$ cat src/rtl/clk_int_div_multi.sv
// Multi-channel integer clock divider with runtime-reprogrammable divisors.
// A new divisor is applied only at a period boundary, so clk_o never produces a runt pulse.
module clk_int_div_multi #(
   parameter int NUM_CH      = 4,
   parameter int DIV_WIDTH   = 16,
   parameter int DEFAULT_DIV = 2,
   parameter int DONE_DELAY  = 2
) (
   input  logic                        clk_i,
   input  logic                        rst_i,
   input  logic [NUM_CH-1:0]           en_i,
   input  logic [NUM_CH*DIV_WIDTH-1:0] div_i,
   input  logic [NUM_CH-1:0]           div_valid_i,
   output logic [NUM_CH-1:0]           div_ready_o,
   output logic [NUM_CH-1:0]           div_done_o,
   output logic [NUM_CH-1:0]           tick_o,
   output logic [NUM_CH-1:0]           clk_o
);

   localparam int                   DONE_W   = $clog2(DONE_DELAY + 1);
   localparam logic [DIV_WIDTH-1:0] DEF_DIV  = DIV_WIDTH'(DEFAULT_DIV);
   localparam logic [DIV_WIDTH-1:0] MIN_DIV  = DIV_WIDTH'(2);
   localparam logic [DIV_WIDTH-1:0] ONE      = DIV_WIDTH'(1);
   localparam logic [DONE_W-1:0]    DONE_MAX = DONE_W'(DONE_DELAY);
   localparam logic [DONE_W-1:0]    DONE_ONE = DONE_W'(1);

   for (genvar c = 0; c < NUM_CH; c++) begin : g_ch
      logic [DIV_WIDTH-1:0] d_q, d_d;
      logic [DIV_WIDTH-1:0] p_q, p_d;
      logic [DIV_WIDTH-1:0] cnt_q, cnt_d;
      logic                 pv_q, pv_d;
      logic                 run_q, run_d;
      logic                 clk_q, clk_d;
      logic [DONE_W-1:0]    done_q, done_d;
      logic [DIV_WIDTH-1:0] div_req;
      logic                 wrap;
      logic                 accept;

      assign div_req = div_i[c*DIV_WIDTH +: DIV_WIDTH];
      assign wrap    = run_q && (cnt_q == d_q - ONE);
      assign accept  = div_valid_i[c] && !pv_q;

      always_comb begin
         // NOTE: every variable gets a default first so no path leaves it unassigned and infers a latch.
         d_d    = d_q;
         p_d    = p_q;
         pv_d   = pv_q;
         cnt_d  = cnt_q;
         run_d  = run_q;
         done_d = done_q;

         if (accept) begin
            p_d    = (div_req < MIN_DIV) ? MIN_DIV : div_req;
            pv_d   = 1'b1;
            done_d = '0;
         end else if (!pv_q && wrap && (done_q != DONE_MAX)) begin
            // Only ticks at the newly applied divisor count towards done.
            done_d = done_q + DONE_ONE;
         end

         if (run_q) begin
            if (wrap) begin
               cnt_d = '0;
               if (pv_q) begin
                  d_d  = p_q;
                  pv_d = 1'b0;
               end
               if (!en_i[c]) run_d = 1'b0;
            end else begin
               cnt_d = cnt_q + ONE;
            end
         end else begin
            cnt_d = '0;
            if (pv_q) begin
               d_d  = p_q;
               pv_d = 1'b0;
            end
            if (en_i[c]) run_d = 1'b1;
         end

         // Output flop is driven from next-state values, keeping clk_o free of combinational paths.
         clk_d = run_d && (cnt_d < (d_d >> 1));
      end

      always_ff @(posedge clk_i or posedge rst_i) begin
         if (rst_i) begin
            d_q    <= DEF_DIV;
            p_q    <= DEF_DIV;
            pv_q   <= 1'b0;
            cnt_q  <= '0;
            run_q  <= 1'b0;
            clk_q  <= 1'b0;
            done_q <= DONE_MAX;
         end else begin
            // NOTE: non-blocking assignments so all flops update from the same pre-edge values.
            d_q    <= d_d;
            p_q    <= p_d;
            pv_q   <= pv_d;
            cnt_q  <= cnt_d;
            run_q  <= run_d;
            clk_q  <= clk_d;
            done_q <= done_d;
         end
      end

      assign div_ready_o[c] = ~pv_q;
      assign div_done_o[c]  = (done_q == DONE_MAX);
      assign tick_o[c]      = wrap;
      assign clk_o[c]       = clk_q;
   end

endmodule
$ cat config.mk
export PLATFORM = sky130hd
export DESIGN_NAME = clk_int_div_multi
export DESIGN_NICKNAME = d
export VERILOG_FILES = /design/src/rtl/clk_int_div_multi.sv
export SDC_FILE = /design/constraint.sdc
export NUM_CORES = 1
export LEC_CHECK = 0
export ABC_AREA = 1
export BUFFER_PORTS_ARGS = -buffer_cell sky130_fd_sc_hd__buf_4
export CAP_MARGIN = 30
export CELL_PAD_IN_SITES_DETAIL_PLACEMENT = 1
export CELL_PAD_IN_SITES_GLOBAL_PLACEMENT = 1
export CORE_ASPECT_RATIO = 1.25
export CORE_MARGIN = 1.5
export CORE_UTILIZATION = 49
export CTS_CLUSTER_SIZE = 10
export DETAILED_ROUTE_END_ITERATION = 8
export PLACE_DENSITY = 0.95
export SYNTH_ARGS = -nofsm -noshare
export SYNTH_HDL_FRONTEND = slang
export SYNTH_SLANG_ARGS = --single-unit
$ cat constraint.sdc
create_clock -name clk_i -period 14.58 [get_ports clk_i]
set_input_delay 0.729 -clock clk_i [delete_from_list [all_inputs] [get_ports clk_i]]
set_output_delay 0.729 -clock clk_i [all_outputs]
set_load 0.05 [all_outputs]
# Yosys cells after proc, flatten, opt, wreduce, memory -nomap -nowiden
# Cells that the tools add are included.
dict set report word_totals {
  regBits 212
  out_inout_bits 16
  wordCells 160
}
dict set report classes {
  n_addsub 12
  n_reduce_logical 28
  n_mux 60
  order_cmp 8
  bitwise 4
  n_eq_ne 16
}
# op n
set op_table {}
lappend op_table {{2-to-1 mux 16 bit} 24}
lappend op_table {{adder 16 x 1 -> 16 bit (second input constant)} 4}
lappend op_table {{equality test 16 bit} 4}
lappend op_table {{less-than comparator 16 x 15 -> 1 bit} 4}
lappend op_table {{less-than comparator 16 x 2 -> 1 bit (second input constant)} 4}
lappend op_table {{subtractor 16 x 1 -> 16 bit (second input constant)} 4}
lappend op_table {{2-to-1 mux 1 bit} 28}
lappend op_table {{logical AND 1 bit} 20}
lappend op_table {{2-to-1 mux 2 bit} 8}
lappend op_table {{adder 2 x 1 -> 2 bit (second input constant)} 4}
lappend op_table {{equality test 2 bit (second input constant)} 4}
lappend op_table {{!= test 2 x 1 -> 1 bit (second input constant)} 4}
lappend op_table {{!= test 2 bit (second input constant)} 4}
lappend op_table {{nonzero test 2 bit} 4}
lappend op_table {{logical NOT 1 bit} 4}
lappend op_table {{NOT 1 bit} 4}

# Logic depth before layout (Yosys ltp)
dict set report logic_depth {
  depth_word 7
  mapped_depth 27
  mapped_depth_nobuf 26
}

# Least setup slack after synthesis
# OpenSTA, ideal clock, no wires.
dict set report synth_path {
  kind {register to register}
  from {reg g_ch[2].d_q[1]}
  to {reg g_ch[2].clk_q}
  setup_slack_ns 11.301
  arrival_ns 3.206
  setup_ns 0.073
  stages_incl_launch_ff 27
  n_path_buf 2
  period_less_slack_ns 3.279
  cell_sequence {dfstp_2 inv_2 ha_1 nand2_1 inv_1 nor2_1 nand3_1 nor2_1 nand3_1 nor2_1 nand3_1 o21ai_4 nand2_2 inv_2 buf_6 buf_6 nand2_2 o21ai_2 inv_2 ha_1 a21oi_1 o21ai_0 a21oi_1 o21bai_1 a21oi_1 nand3_1 a21oi_2}
}
dict set report synth_via {
  elab_chain_len 7
  elab_cells_between_ends 12
}
# item line_no
set synth_lines {}
lappend synth_lines {{start, declared} 28} ;# logic [DIV_WIDTH-1:0] d_q, d_d;
lappend synth_lines {{start signal, assigned} 87} ;# d_q <= DEF_DIV;
lappend synth_lines {{start signal, assigned} 96} ;# d_q <= d_d;
lappend synth_lines {{subtractor 16 x 1 -> 16 bit} 40} ;# assign wrap = run_q && (cnt_q == d_q - ONE);
lappend synth_lines {{equality test 16 bit} 40}
lappend synth_lines {{logical AND 1 bit} 40}
lappend synth_lines {{2-to-1 mux 16 bit} 62} ;# if (wrap) begin
lappend synth_lines {{2-to-1 mux 16 bit} 61} ;# if (run_q) begin
lappend synth_lines {{named net g_ch[2].d_d[12]} 28}
lappend synth_lines {{less-than comparator 16 x 15 -> 1 bit} 82} ;# clk_d = run_d && (cnt_d < (d_d >> 1));
lappend synth_lines {{logical AND 1 bit} 82}
lappend synth_lines {{named net g_ch[2].clk_d} 33} ;# logic clk_q, clk_d;
lappend synth_lines {{end signal, assigned} 101} ;# clk_q <= clk_d;
lappend synth_lines {{end, declared} 33}
# The timed path passes the listed nets, and every way through them passes these cells. The select of a mux whose other input is x is not followed.
# A chain may end at the register's enable or synchronous reset.

# Worst setup path after layout
dict set report layout_path {
  from {reg g_ch[2].d_q[0]}
  to {reg g_ch[2].clk_q}
}
# Same word-level chain as after synthesis.

==> impl_metrics.tcl <==
set metrics [dict create \
    clk_latency_ns 0.54 \
    routedWlPerCell_um 18.3 \
    syn2layout_area_growth_pct 13.2 \
    rr_worst_depth 23 \
    initial_core_util_pct 49.5 \
    cts_resized 0 \
    min_path_type "in2async" \
    regToRegSetupSlack_ns 9.96 \
    synth_seq_cells 212 \
    fin_cells 2220 \
    hold_viol 0 \
    coreArea_um2 26700 \
    max_freq_ghz 0.216 \
    worstMarginPinSlew_ns 0.730 \
    dp_hpwl_um 29400 \
    synth.avg_cell_area_um2 7.46 \
    max-clock-path-buffers 3 \
    period_needed_ns 4.62 \
    timing.final.crit_share_pct 31.7 \
    drtIter0Drc 536 \
    antenna_cells 0 \
    synth_edf_count 0 \
    setup-violations-final 0 \
    ys_top_cells_by_area "dfrtp_1 (38%), nand2_1 (13%), inv_1 (7.5%)" \
    cts_tree "done" \
    clk_pin_slew_ns 0.06 \
    slew_headroom_pct 50.9 \
    grt-ovfl-total 0 \
    status "complete, no violations" \
    grt_first_pass_wirelength_um 66300 \
    grtUsageTotal_pct 29.8 \
    synth_commonest_cells "nand2_1 (449), inv_1 (265), dfrtp_1 (200), nor2_1 (190), o21ai_0 (112)" \
    skew_ns 0.0392 \
    cp.arrival_ns 5.09 \
    synth_top_area_share_pct 37.9 \
    grt_max_degree 135 \
    p_total_mw 3.44 \
    postRouteAntennaNets 0 \
    async_reset_ff_share_pct 100 \
    max-cap-violations 0 \
    drt-pass1-iter-count 5 \
    worstPathRequired_ns 15.05 \
    clkSinkCount 212 \
    cp_max_fo 29 \
    htree_levels 1 \
    pwr_density_cell_nw_per_um2 230 \
    viasPerCell 5.45 \
    num_rows 67 \
    rr_endpoint "g_ch[2].clk_q" \
    endpoint_kind "register" \
    cts_root_buf "clkbuf_16" \
    timing.critical_path.to "g_ch[2].clk_q" \
    yosysUniqueCellTypes 47 \
    die_h_um 187 \
    io_buffers 89 \
    rsz0062_at_grt "false" \
    peakVddDrop_mv 0.134 \
    crit_type "reg2reg" \
    via_count 12108 \
    cts_setup_buffers 0 \
    syn-num-nets 1912 \
    die_area_um2 27900 \
    layout-drive-gt1-share_pct 13.2 \
    setup_tns_ns 0 \
    yosys.area.top_type "dfrtp_1" \
    start_kind "register" \
    fillers 3359 \
    grt_pass1_vias 13391 \
    synth.most_common_cell "nand2_1" \
    yosys_warnings 0 \
    p_leak_nw 7.57 \
    ios 90 \
    dp.cells 2173 \
    drv_slew 0 \
    antenna_found_initial 0 \
    gp_congestion 0.887 \
    synth_cells 1770 \
    syn_area_um2 13200 \
    finalWirelength_um 40700 \
    die_x_um 150 \
    ys_seq_area_share_pct 40.3 \
    hold_buffers 0 \
    cts_made_buffers 25 \
    synth_top_flop_cell "dfrtp_1" \
    nNetsFinal 2000 \
    regToRegStartpoint "g_ch[2].d_q[0]" \
    route.detailed.drc 0 \
    startpoint "g_ch[2].d_q[0]" \
]
## stage by stage
step / worst slack (ns) / util [%] / cell area (um2) / hold WS (ns)
floorplan: 8.08 / - / 13200 / 0.442
global placement: 10.67 / 53.1 / 14100 / 0.463
detailed placement: 10.22 / 53.1 / 14200 / 0.463
CTS: 10.04 / 55.8 / 14900 / 0.383
global route: 9.66 / 56.1 / 14900 / 0.144
finish: 9.96 / 56.1 / 14900 / 0.136
## placed cells by master (no fill, tap or decap), types with 6 or more instances in the layout
cell       netlist  layout
nand2_1        449     449
inv_1          265     264
dfrtp_1        200     200
nor2_1         190     188
o21ai_0        112     112
buf_4            9      92
nand3_1         73      73
ha_1            68      68
xor2_1          51      51
a21oi_1         42      42
inv_2           29      29
nor3_1          29      29
xnor2_1         26      26
clkbuf_16        0      25
nand2_2         24      24
nand4_1         22      22
nor4_1          17      17
o21ai_1         17      17
nor2_2          14      16
clkbuf_1        19      16
nand3b_1        15      15
dfstp_2         12      12
nand3_2          9       9
o21ai_2          9       9
nor2_4           8       8
and2_1           6       6
a211oi_1         6       6
## power breakdown
group	internal, mW	switching, mW	leakage, nW
clock network	0.324	0.251	0.339
logic	0.637	1.21	4.58
registers	0.816	0.207	2.65
## flip-flops by register name (all words and copies together), names as in the netlist
name         flops
g_ch.cnt_q      64
g_ch.d_q        64
g_ch.p_q        64
g_ch.done_q      8
g_ch.clk_q       4
g_ch.pv_q        4
g_ch.run_q       4
## worst max-delay path, cell delays in order, from the launching register on
cell	delay, ns
dfrtp_1	0.41
inv_1	0.15
ha_1	0.23
nand3_2	0.15
nor2_1	0.21
nand2_1	0.08
nand3_1	0.10
nand2_1	0.06
nor2_1	0.19
nand3_2	0.15
o21ai_4	0.40
nand2_2	0.15
inv_2	0.51
nand2_1	0.13
o21ai_0	0.15
inv_1	0.10
ha_1	0.32
a21oi_1	0.19
o21ai_0	0.12
a21oi_1	0.21
o21bai_1	0.10
a21oi_1	0.18
nand3_1	0.11
a21oi_2	0.11
## worst min path at each step
stage / from / endpoint / slack [ns]
finish: rst_i / g_ch[3].done_q[0] / 0.14
global placement: g_ch[2].p_q[13] / g_ch[2].p_q[13] / 0.46
floorplan: g_ch[2].p_q[10] / g_ch[2].p_q[10] / 0.44
detailed placement: g_ch[2].p_q[9] / g_ch[2].p_q[9] / 0.46
CTS: div_i[39] / g_ch[2].p_q[7] / 0.38
global route: rst_i / g_ch[3].done_q[0] / 0.14
## metal layers
layer	part of all wire [%]	global-route usage, %	vias to the layer above	routed length, um
li1	-	-	5740	-
met1	38	32.3	5996	15400
met2	55	57.0	254	22300
met3	3.0	3.13	118	1220
met4	4.3	12.8	0	1760
met5	0	0	-	0
## area by class of cell
type | count | area (um2) | share of cell area (%)
Timing Repair Buffer | 96 | 776 | 5.19
Clock inverter | 2 | 16.3 | 0.109
Sequential cell | 212 | 5320 | 35.6
Inverter | 295 | 1110 | 7.46
Tap cell | 345 | 432 | 2.89
Multi-Input combinational cell | 1228 | 6590 | 44.1
Clock buffer | 42 | 699 | 4.68
## logic make-up (layout without fill, tap and decap cells)
| family | Yosys count | count (layout) | share of synthesized area, % |
|---|---|---|---|
| and+or+nand+nor | 871 | 871 | 29.3 |
| buffers and inverters | 330 | 435 | 9.85 |
| AOI/OAI and AO/OA | 212 | 212 | 9.01 |
| DFF | 212 | 212 | 40.3 |
| adders and majority gates | 68 | 68 | 6.44 |
| xor gates and xnor gates | 77 | 77 | 5.11 |
Note: power is estimated with default switching activity, not from simulation.
